`src/rtl/dcache_ctrl_if.sv`:
```
// dcache_ctrl_if: CPU-side and memory-side buses of the data cache controller.
//   slave  : the cache controller (takes CPU requests, issues memory transfers)
//   master : the environment around it (CPU request source and data memory)
// CPU side   : cpu_req/cpu_we/cpu_addr/cpu_wdata in, cpu_rdata/cpu_ready out
// Memory side: mem_req/mem_we/mem_addr/mem_wdata out, mem_rdata/mem_ack in
interface dcache_ctrl_if #(
   parameter int DATA_W = 32,
   parameter int ADDR_W = 32
);
   logic              cpu_req;
   logic              cpu_we;
   logic [ADDR_W-1:0] cpu_addr;
   logic [DATA_W-1:0] cpu_wdata;
   logic [DATA_W-1:0] cpu_rdata;
   logic              cpu_ready;

   logic              mem_req;
   logic              mem_we;
   logic [ADDR_W-1:0] mem_addr;
   logic [DATA_W-1:0] mem_wdata;
   logic [DATA_W-1:0] mem_rdata;
   logic              mem_ack;

   modport master (
      output cpu_req, cpu_we, cpu_addr, cpu_wdata, mem_rdata, mem_ack,
      input  cpu_rdata, cpu_ready, mem_req, mem_we, mem_addr, mem_wdata
   );

   modport slave (
      input  cpu_req, cpu_we, cpu_addr, cpu_wdata, mem_rdata, mem_ack,
      output cpu_rdata, cpu_ready, mem_req, mem_we, mem_addr, mem_wdata
   );
endinterface

```
`src/rtl/dcache_ctrl.sv`:
```
// dcache_ctrl: direct-mapped, blocking, write-through / no-write-allocate
// data cache controller with 4-word lines and burst refill on read miss.
//
// Ports:
//   clk          : clock, rising edge
//   rst          : synchronous active-low reset
//   bus          : dcache_ctrl_if.slave (CPU request bus + memory bus)
//   hit_count    : 8-bit wrapping count of accesses that hit
//   access_count : 8-bit wrapping count of completed accesses
//
// Build option: define DCACHE_STATS_EN to build the two statistics
// counters; otherwise both outputs are tied to zero.
//
// state  | meaning
// IDLE   | waiting for cpu_req; tag lookup done on the sampling edge
// LOOKUP | hit known; read hit completes here, else route to REFILL/WRITE
// REFILL | 4-word burst read of the missing line
// WRITE  | single-word write-through to memory
// RESP   | cpu_ready pulse after REFILL or WRITE
module dcache_ctrl #(
   parameter int INDEX_W = 4,
   parameter int DATA_W  = 32,
   parameter int ADDR_W  = 32
) (
   input  logic          clk,
   input  logic          rst,
   dcache_ctrl_if.slave  bus,
   output logic [7:0]    hit_count,
   output logic [7:0]    access_count
);
   localparam int LINES = 1 << INDEX_W;
   localparam int TAG_W = ADDR_W - INDEX_W - 4;
   localparam int WA_W  = ADDR_W - 2;

   typedef enum logic [2:0] {
      IDLE,
      LOOKUP,
      REFILL,
      WRITE,
      RESP
   } state_t;

   state_t              state;
   logic [LINES-1:0]    valid_q;
   logic [TAG_W-1:0]    tag_q  [LINES];
   logic [DATA_W-1:0]   data_q [LINES*4];

   logic                req_we;
   logic [WA_W-1:0]     req_waddr;
   logic [DATA_W-1:0]   req_wdata;
   logic [1:0]          cnt;
   logic [1:0]          cnt_nx;
   logic                hit_r;

   logic                cpu_ready_q;
   logic [DATA_W-1:0]   cpu_rdata_q;
   logic                mem_req_q;
   logic                mem_we_q;
   logic [ADDR_W-1:0]   mem_addr_q;
   logic [DATA_W-1:0]   mem_wdata_q;

   // Incoming request fields, used for the lookup on the IDLE sampling edge
   logic [INDEX_W-1:0]  in_idx;
   logic [TAG_W-1:0]    in_tag;
   logic [1:0]          in_word;
   logic                in_hit;

   // Latched request fields
   logic [INDEX_W-1:0]  r_idx;
   logic [TAG_W-1:0]    r_tag;
   logic [1:0]          r_word;

   logic                unused_addr_lsb;

   assign in_idx  = bus.cpu_addr[INDEX_W+3:4];
   assign in_tag  = bus.cpu_addr[ADDR_W-1:INDEX_W+4];
   assign in_word = bus.cpu_addr[3:2];
   assign in_hit  = valid_q[in_idx] && (tag_q[in_idx] == in_tag);

   assign r_idx   = req_waddr[INDEX_W+1:2];
   assign r_tag   = req_waddr[WA_W-1:INDEX_W+2];
   assign r_word  = req_waddr[1:0];
   assign cnt_nx  = cnt + 2'd1;

   assign unused_addr_lsb = ^bus.cpu_addr[1:0];

   // The tag compare is done combinationally on the IDLE sampling edge so a
   // read hit can present registered data during the LOOKUP cycle itself.
   always_ff @(posedge clk) begin
      if (!rst) begin
         state       <= IDLE;
         valid_q     <= '0;
         req_we      <= 1'b0;
         req_waddr   <= '0;
         req_wdata   <= '0;
         cnt         <= 2'd0;
         hit_r       <= 1'b0;
         cpu_ready_q <= 1'b0;
         cpu_rdata_q <= '0;
         mem_req_q   <= 1'b0;
         mem_we_q    <= 1'b0;
         mem_addr_q  <= '0;
         mem_wdata_q <= '0;
      end else begin
         cpu_ready_q <= 1'b0;
         case (state)
            IDLE: begin
               if (bus.cpu_req) begin
                  req_we    <= bus.cpu_we;
                  req_waddr <= bus.cpu_addr[ADDR_W-1:2];
                  req_wdata <= bus.cpu_wdata;
                  hit_r     <= in_hit;
                  if (!bus.cpu_we && in_hit) begin
                     cpu_ready_q <= 1'b1;
                     cpu_rdata_q <= data_q[{in_idx, in_word}];
                  end
                  state <= LOOKUP;
               end
            end

            LOOKUP: begin
               if (!req_we) begin
                  if (hit_r) begin
                     state <= IDLE;
                  end else begin
                     cnt        <= 2'd0;
                     mem_req_q  <= 1'b1;
                     mem_we_q   <= 1'b0;
                     mem_addr_q <= {r_tag, r_idx, 2'b00, 2'b00};
                     state      <= REFILL;
                  end
               end else begin
                  if (hit_r) begin
                     data_q[{r_idx, r_word}] <= req_wdata;
                  end
                  mem_req_q   <= 1'b1;
                  mem_we_q    <= 1'b1;
                  mem_addr_q  <= {req_waddr, 2'b00};
                  mem_wdata_q <= req_wdata;
                  state       <= WRITE;
               end
            end

            REFILL: begin
               if (bus.mem_ack) begin
                  data_q[{r_idx, cnt}] <= bus.mem_rdata;
                  // capture the requested word as it streams past
                  if (cnt == r_word) begin
                     cpu_rdata_q <= bus.mem_rdata;
                  end
                  cnt <= cnt_nx;
                  if (cnt == 2'd3) begin
                     valid_q[r_idx] <= 1'b1;
                     tag_q[r_idx]   <= r_tag;
                     mem_req_q      <= 1'b0;
                     cpu_ready_q    <= 1'b1;
                     state          <= RESP;
                  end else begin
                     mem_addr_q <= {r_tag, r_idx, cnt_nx, 2'b00};
                  end
               end
            end

            WRITE: begin
               if (bus.mem_ack) begin
                  mem_req_q   <= 1'b0;
                  mem_we_q    <= 1'b0;
                  cpu_ready_q <= 1'b1;
                  state       <= RESP;
               end
            end

            RESP: begin
               state <= IDLE;
            end

            default: begin
               state <= IDLE;
            end
         endcase
      end
   end

   assign bus.cpu_ready = cpu_ready_q;
   assign bus.cpu_rdata = cpu_rdata_q;
   assign bus.mem_req   = mem_req_q;
   assign bus.mem_we    = mem_we_q;
   assign bus.mem_addr  = mem_addr_q;
   assign bus.mem_wdata = mem_wdata_q;

`ifdef DCACHE_STATS_EN
   logic [7:0] hit_cnt_q;
   logic [7:0] acc_cnt_q;

   // hit_r stays valid through RESP, so write hits are credited on their
   // late cpu_ready pulse as well.
   always_ff @(posedge clk) begin
      if (!rst) begin
         hit_cnt_q <= 8'd0;
         acc_cnt_q <= 8'd0;
      end else if (cpu_ready_q) begin
         acc_cnt_q <= acc_cnt_q + 8'd1;
         if (hit_r) begin
            hit_cnt_q <= hit_cnt_q + 8'd1;
         end
      end
   end

   assign hit_count    = hit_cnt_q;
   assign access_count = acc_cnt_q;
`else
   assign hit_count    = 8'd0;
   assign access_count = 8'd0;
`endif

endmodule

```
`src/flat_wrapper.sv`:
```
// flat-port wrapper written by rule: the top's interface ports become plain ports
module dcache_ctrl_flat 
#(
   parameter int INDEX_W = 4,
   parameter int DATA_W  = 32,
   parameter int ADDR_W  = 32
)
  (clk, rst, hit_count, access_count, bus_cpu_req, bus_cpu_we, bus_cpu_addr, bus_cpu_wdata, bus_mem_rdata, bus_mem_ack, bus_cpu_rdata, bus_cpu_ready, bus_mem_req, bus_mem_we, bus_mem_addr, bus_mem_wdata);
  dcache_ctrl_if #(.DATA_W(DATA_W), .ADDR_W(ADDR_W)) bus_i ();
  input  logic clk;
  input  logic rst;
  output logic [7:0] hit_count;
  output logic [7:0] access_count;
  input wire logic [$bits(bus_i.cpu_req)-1:0] bus_cpu_req;
  input wire logic [$bits(bus_i.cpu_we)-1:0] bus_cpu_we;
  input wire logic [$bits(bus_i.cpu_addr)-1:0] bus_cpu_addr;
  input wire logic [$bits(bus_i.cpu_wdata)-1:0] bus_cpu_wdata;
  input wire logic [$bits(bus_i.mem_rdata)-1:0] bus_mem_rdata;
  input wire logic [$bits(bus_i.mem_ack)-1:0] bus_mem_ack;
  output wire logic [$bits(bus_i.cpu_rdata)-1:0] bus_cpu_rdata;
  output wire logic [$bits(bus_i.cpu_ready)-1:0] bus_cpu_ready;
  output wire logic [$bits(bus_i.mem_req)-1:0] bus_mem_req;
  output wire logic [$bits(bus_i.mem_we)-1:0] bus_mem_we;
  output wire logic [$bits(bus_i.mem_addr)-1:0] bus_mem_addr;
  output wire logic [$bits(bus_i.mem_wdata)-1:0] bus_mem_wdata;
  assign bus_i.cpu_req = bus_cpu_req;
  assign bus_i.cpu_we = bus_cpu_we;
  assign bus_i.cpu_addr = bus_cpu_addr;
  assign bus_i.cpu_wdata = bus_cpu_wdata;
  assign bus_i.mem_rdata = bus_mem_rdata;
  assign bus_i.mem_ack = bus_mem_ack;
  assign bus_cpu_rdata = bus_i.cpu_rdata;
  assign bus_cpu_ready = bus_i.cpu_ready;
  assign bus_mem_req = bus_i.mem_req;
  assign bus_mem_we = bus_i.mem_we;
  assign bus_mem_addr = bus_i.mem_addr;
  assign bus_mem_wdata = bus_i.mem_wdata;
  dcache_ctrl #(.INDEX_W(INDEX_W), .DATA_W(DATA_W), .ADDR_W(ADDR_W)) u_core (.clk(clk), .rst(rst), .bus(bus_i), .hit_count(hit_count), .access_count(access_count));
endmodule
```
`config.mk`:
```
export PLATFORM = sky130hd
export DESIGN_NAME = dcache_ctrl_flat
export DESIGN_NICKNAME = d
export VERILOG_FILES = /design/src/rtl/dcache_ctrl_if.sv /design/src/rtl/dcache_ctrl.sv /design/src/flat_wrapper.sv
export SDC_FILE = /design/constraint.sdc
export NUM_CORES = 2
export LEC_CHECK = 0
export ABC_AREA = 0
export CAP_MARGIN = 20
export CORE_ASPECT_RATIO = 1.4
export CORE_UTILIZATION = 45
export CTS_CLUSTER_SIZE = 10
export DETAILED_ROUTE_END_ITERATION = 8
export GPL_TIMING_DRIVEN = 0
export MAX_ROUTING_LAYER = met4
export PLACE_DENSITY_LB_ADDON = 0.2
export SLEW_MARGIN = 20
export SYNTH_ARGS = -nofsm -noshare
export SYNTH_HDL_FRONTEND = slang
export SYNTH_SLANG_ARGS = --single-unit
```
`constraint.sdc`:
```
create_clock -name clk -period 8.18 [get_ports clk]
set_input_delay 2.454 -clock clk [delete_from_list [all_inputs] [get_ports clk]]
set_output_delay 2.454 -clock clk [all_outputs]
set_load 0.01 [all_outputs]
```
==> impl_metrics.json <==
{
  "crit_required_ns": 8.88,
  "rows": 204,
  "core_mm2": 0.221,
  "post_drt_wl_per_cell_um": 34.9,
  "cts_tree": "built",
  "holdPathStages": 1,
  "fin_area_mm2": 0.118,
  "crit_path_end_kind": "flop",
  "r2r_cells": 9,
  "status": "finished, final reports clean",
  "syn_area_mm2": 0.100,
  "place_congestion": 0.920,
  "io_buffers": 187,
  "path_clk_slew_ns": 0.06,
  "power_density_mw_per_mm2": 240,
  "seq_area_frac_synth_pct": 76.3,
  "r2r_setup_slack_ns": 3.06,
  "crit_fanout": 10,
  "syn2layout_area_growth_pct": 17.3,
  "r2r_end": "u_core.data_q[46][27]",
  "synth_edf_count": 2432,
  "clockBufferDepth": 4,
  "synth_area_per_cell_um2": 21.6,
  "final_cell_mix": "edfxtp_1, mux4_2, nand2_1",
  "hp-start": "u_core.valid_q[5]",
  "finalClockSkew_ns": 0.0472,
  "dieArea_mm2": 0.225,
  "antenna_found_initial": 23,
  "seqCellArea_mm2": 0.0767,
  "worstPathArrival_ns": 7.19,
  "final.setup.tns_ns": 0,
  "slew_viol_final": 0,
  "hpwl_um": 202000,
  "multi_input_area_mm2": 0.0234,
  "period_minus_slack_ns": 6.49,
  "ir_drop_mv": 0.152,
  "slew_headroom_pct": 17.4,
  "synthArstFlopShare_pct": 0,
  "worstHoldPathType": "reg -> reg",
  "postCtsResizedCells": 0,
  "synthFlopType": "edfxtp_1",
  "antenna_left": 0,
  "grt_setup_unrepaired": "false",
  "cp-start-kind": "input pin",
  "cts_sinks": 2614,
  "htreeDepth": 5,
  "drtPass1Iterations": 5,
  "grt-ovfl-total": 0,
  "hold_buffers": 0,
  "viasPerCell": 6.12,
  "die_h_um": 561,
  "max_cap_viol_count": 0,
  "num_vias": 50600,
  "ioPinCount": 216,
  "cts_made_buffers": 304,
  "dr.first_iter.drc_count": 5680,
  "layout-drive-gt1-share_pct": 26.9,
  "grt_max_degree": 65,
  "route.detailed.drc": 0,
  "die_w_um": 401,
  "place_area_mm2": 0.110,
  "synth-seq-cells": 2614,
  "p_leak_nw": 36.7,
  "clk_latency_ns": 0.85,
  "fill_cells": 16900,
  "hold_violations": 0,
  "worst_pin_slew_ns": 1.24,
  "nNetsFinal": 5411,
  "start_util_pct": 45.4,
  "grt_usage_pct": 26.4,
  "hold_end": "u_core.valid_q[5]",
  "fmax_mhz": 154,
  "r2r_start": "u_core.state[0]",
  "fin_crit_sh_pct": 79.4,
  "final_util_pct": 53.3,
  "clock-root-buffer": "clkbuf_16",
  "ys_warn_count": 0,
  "cts_setup_buffers": 0,
  "grt_pass1_wl_um": 402000,
  "final_common_cell": "edfxtp_1",
  "crit_type": "in -> reg",
  "setup_viol": 0,
  "wl_um": 288000,
  "ys_types": 65,
  "grt_pass1_vias": 51700,
  "synthCells": 4658
}
-- worst max-delay path, stage by stage --
cell             delay (ns)
clkdlybuf4s50_1        0.61
buf_2                  0.36
buf_1                  0.75
mux4_2                 0.37
mux2i_1                0.07
mux2i_1                0.66
xnor2_1                0.19
nand3_1                0.11
a2111oi_2              0.94
a31oi_4                0.27
buf_6                  0.24
mux2i_1                0.13
-- Yosys cell counts (4+ instances only) --
cell type  count  area, µm²
nand2_1      397       1490
nor3_1        11       55.1
dfxtp_1      182       3640
clkbuf_1     162        608
inv_1          4       15.0
a22oi_1       14        105
mux2i_1       88        881
or3_1         35        219
nand3b_1       7       52.6
a21o_1        17        128
o21ai_0        4       20.0
mux4_1         7        184
nor2_1       162        608
nand3_1       11       55.1
xor2_1        21        184
xnor2_1       15        131
edfxtp_1    2432      73000
buf_1         48        180
buf_4         26        195
buf_2         26        130
buf_6         10        113
nor2b_1       13       81.3
mux4_2       754      17000
and2_1         4       25.0
a22o_1         4       35.0
a221oi_1       5       43.8
nand2b_1       6       37.5
mux2_2         4       45.0
o22ai_1        4       25.0
and3_1         5       31.3
a21oi_1      134        671
-- logic make-up after synthesis --
group                    Yosys count  share of synthesized area, %
buffers and inverters            283                          1.31
adder cells (fa/ha/maj)            1                        0.0124
multiplexers                     855                          18.1
AO/OA/AOI/OAI                    203                          1.22
XOR/XNOR                          36                         0.314
other                              1                       0.00373
AND/OR/NAND/NOR                  665                          2.78
flip-flops                      2614                          76.3
-- layer usage --
| layer | track usage [%] | wire, µm | share of wire (%) | vias to the layer above |
|---|---|---|---|---|
| met5 | - | 0 | 0 | - |
| met4 | 11.9 | 14500 | 5.0 | 0 |
| met3 | 4.70 | 20700 | 7.2 | 550 |
| met2 | 44.4 | 148000 | 51 | 2251 |
| met1 | 31.1 | 105000 | 36 | 27400 |
| li1 | - | - | - | 20400 |
-- worst max-delay path by stage --
stage,from,to,slack (ns)
2_1_floorplan,rst,u_core.data_q[49][0],2.45
3_3_place_gp,bus_mem_ack,u_core.tag_q[0][8],-1.22
3_5_place_dp,bus_cpu_addr[6],u_core.bus.cpu_rdata[14],0.77
4_1_cts,bus_cpu_addr[6],u_core.bus.cpu_rdata[6],1.64
5_1_grt,bus_cpu_addr[6],u_core.bus.cpu_rdata[6],1.65
6_report,bus_cpu_addr[6],u_core.bus.cpu_rdata[6],1.69
-- registers in the layout, summed over array words and instances, names as in the netlist, 2 cells and up --
name                  cells
u_core.state              3
u_core.bus.mem_addr      30
u_core.req_waddr         30
u_core.req_wdata         32
u_core.bus.mem_wdata     32
u_core.cnt                2
u_core.valid_q           16
u_core.data_q          2048
u_core.bus.cpu_rdata     32
u_core.tag_q            384
-- layout make-up --
class | instances | share of cell area, %
diodes | 22 | 0.0467
plain buffers | 278 | 1.13
clock buffers | 347 | 6.72
clock inverters | 17 | 0.131
inverters | 5 | 0.0159
multi-input cells | 1778 | 19.8
flip-flops and latches | 2614 | 65.0
well taps | 2884 | 3.06
repair buffers | 328 | 4.03
-- where the power goes --
part           internal [W]  total [W]  switching, W
Clock               0.00676     0.0117       0.00497
Sequential           0.0147     0.0148     0.0000747
Combinational      0.000619    0.00174       0.00112
Total                0.0221     0.0283       0.00617
-- metrics by stage --
step                      worst slack (ns)  power, W  hold WS, ns  std cells
after floorplan                       2.45    0.0159        0.421       4675
after global placement               -1.22    0.0167        0.427       7746
after detailed placement             0.769    0.0168        0.434       7883
after CTS                             1.64    0.0284        0.449       8247
after global routing                  1.65    0.0289        0.468       8261
final                                 1.69    0.0283        0.446       8273
Note: power is estimated with default switching activity, not from simulation.
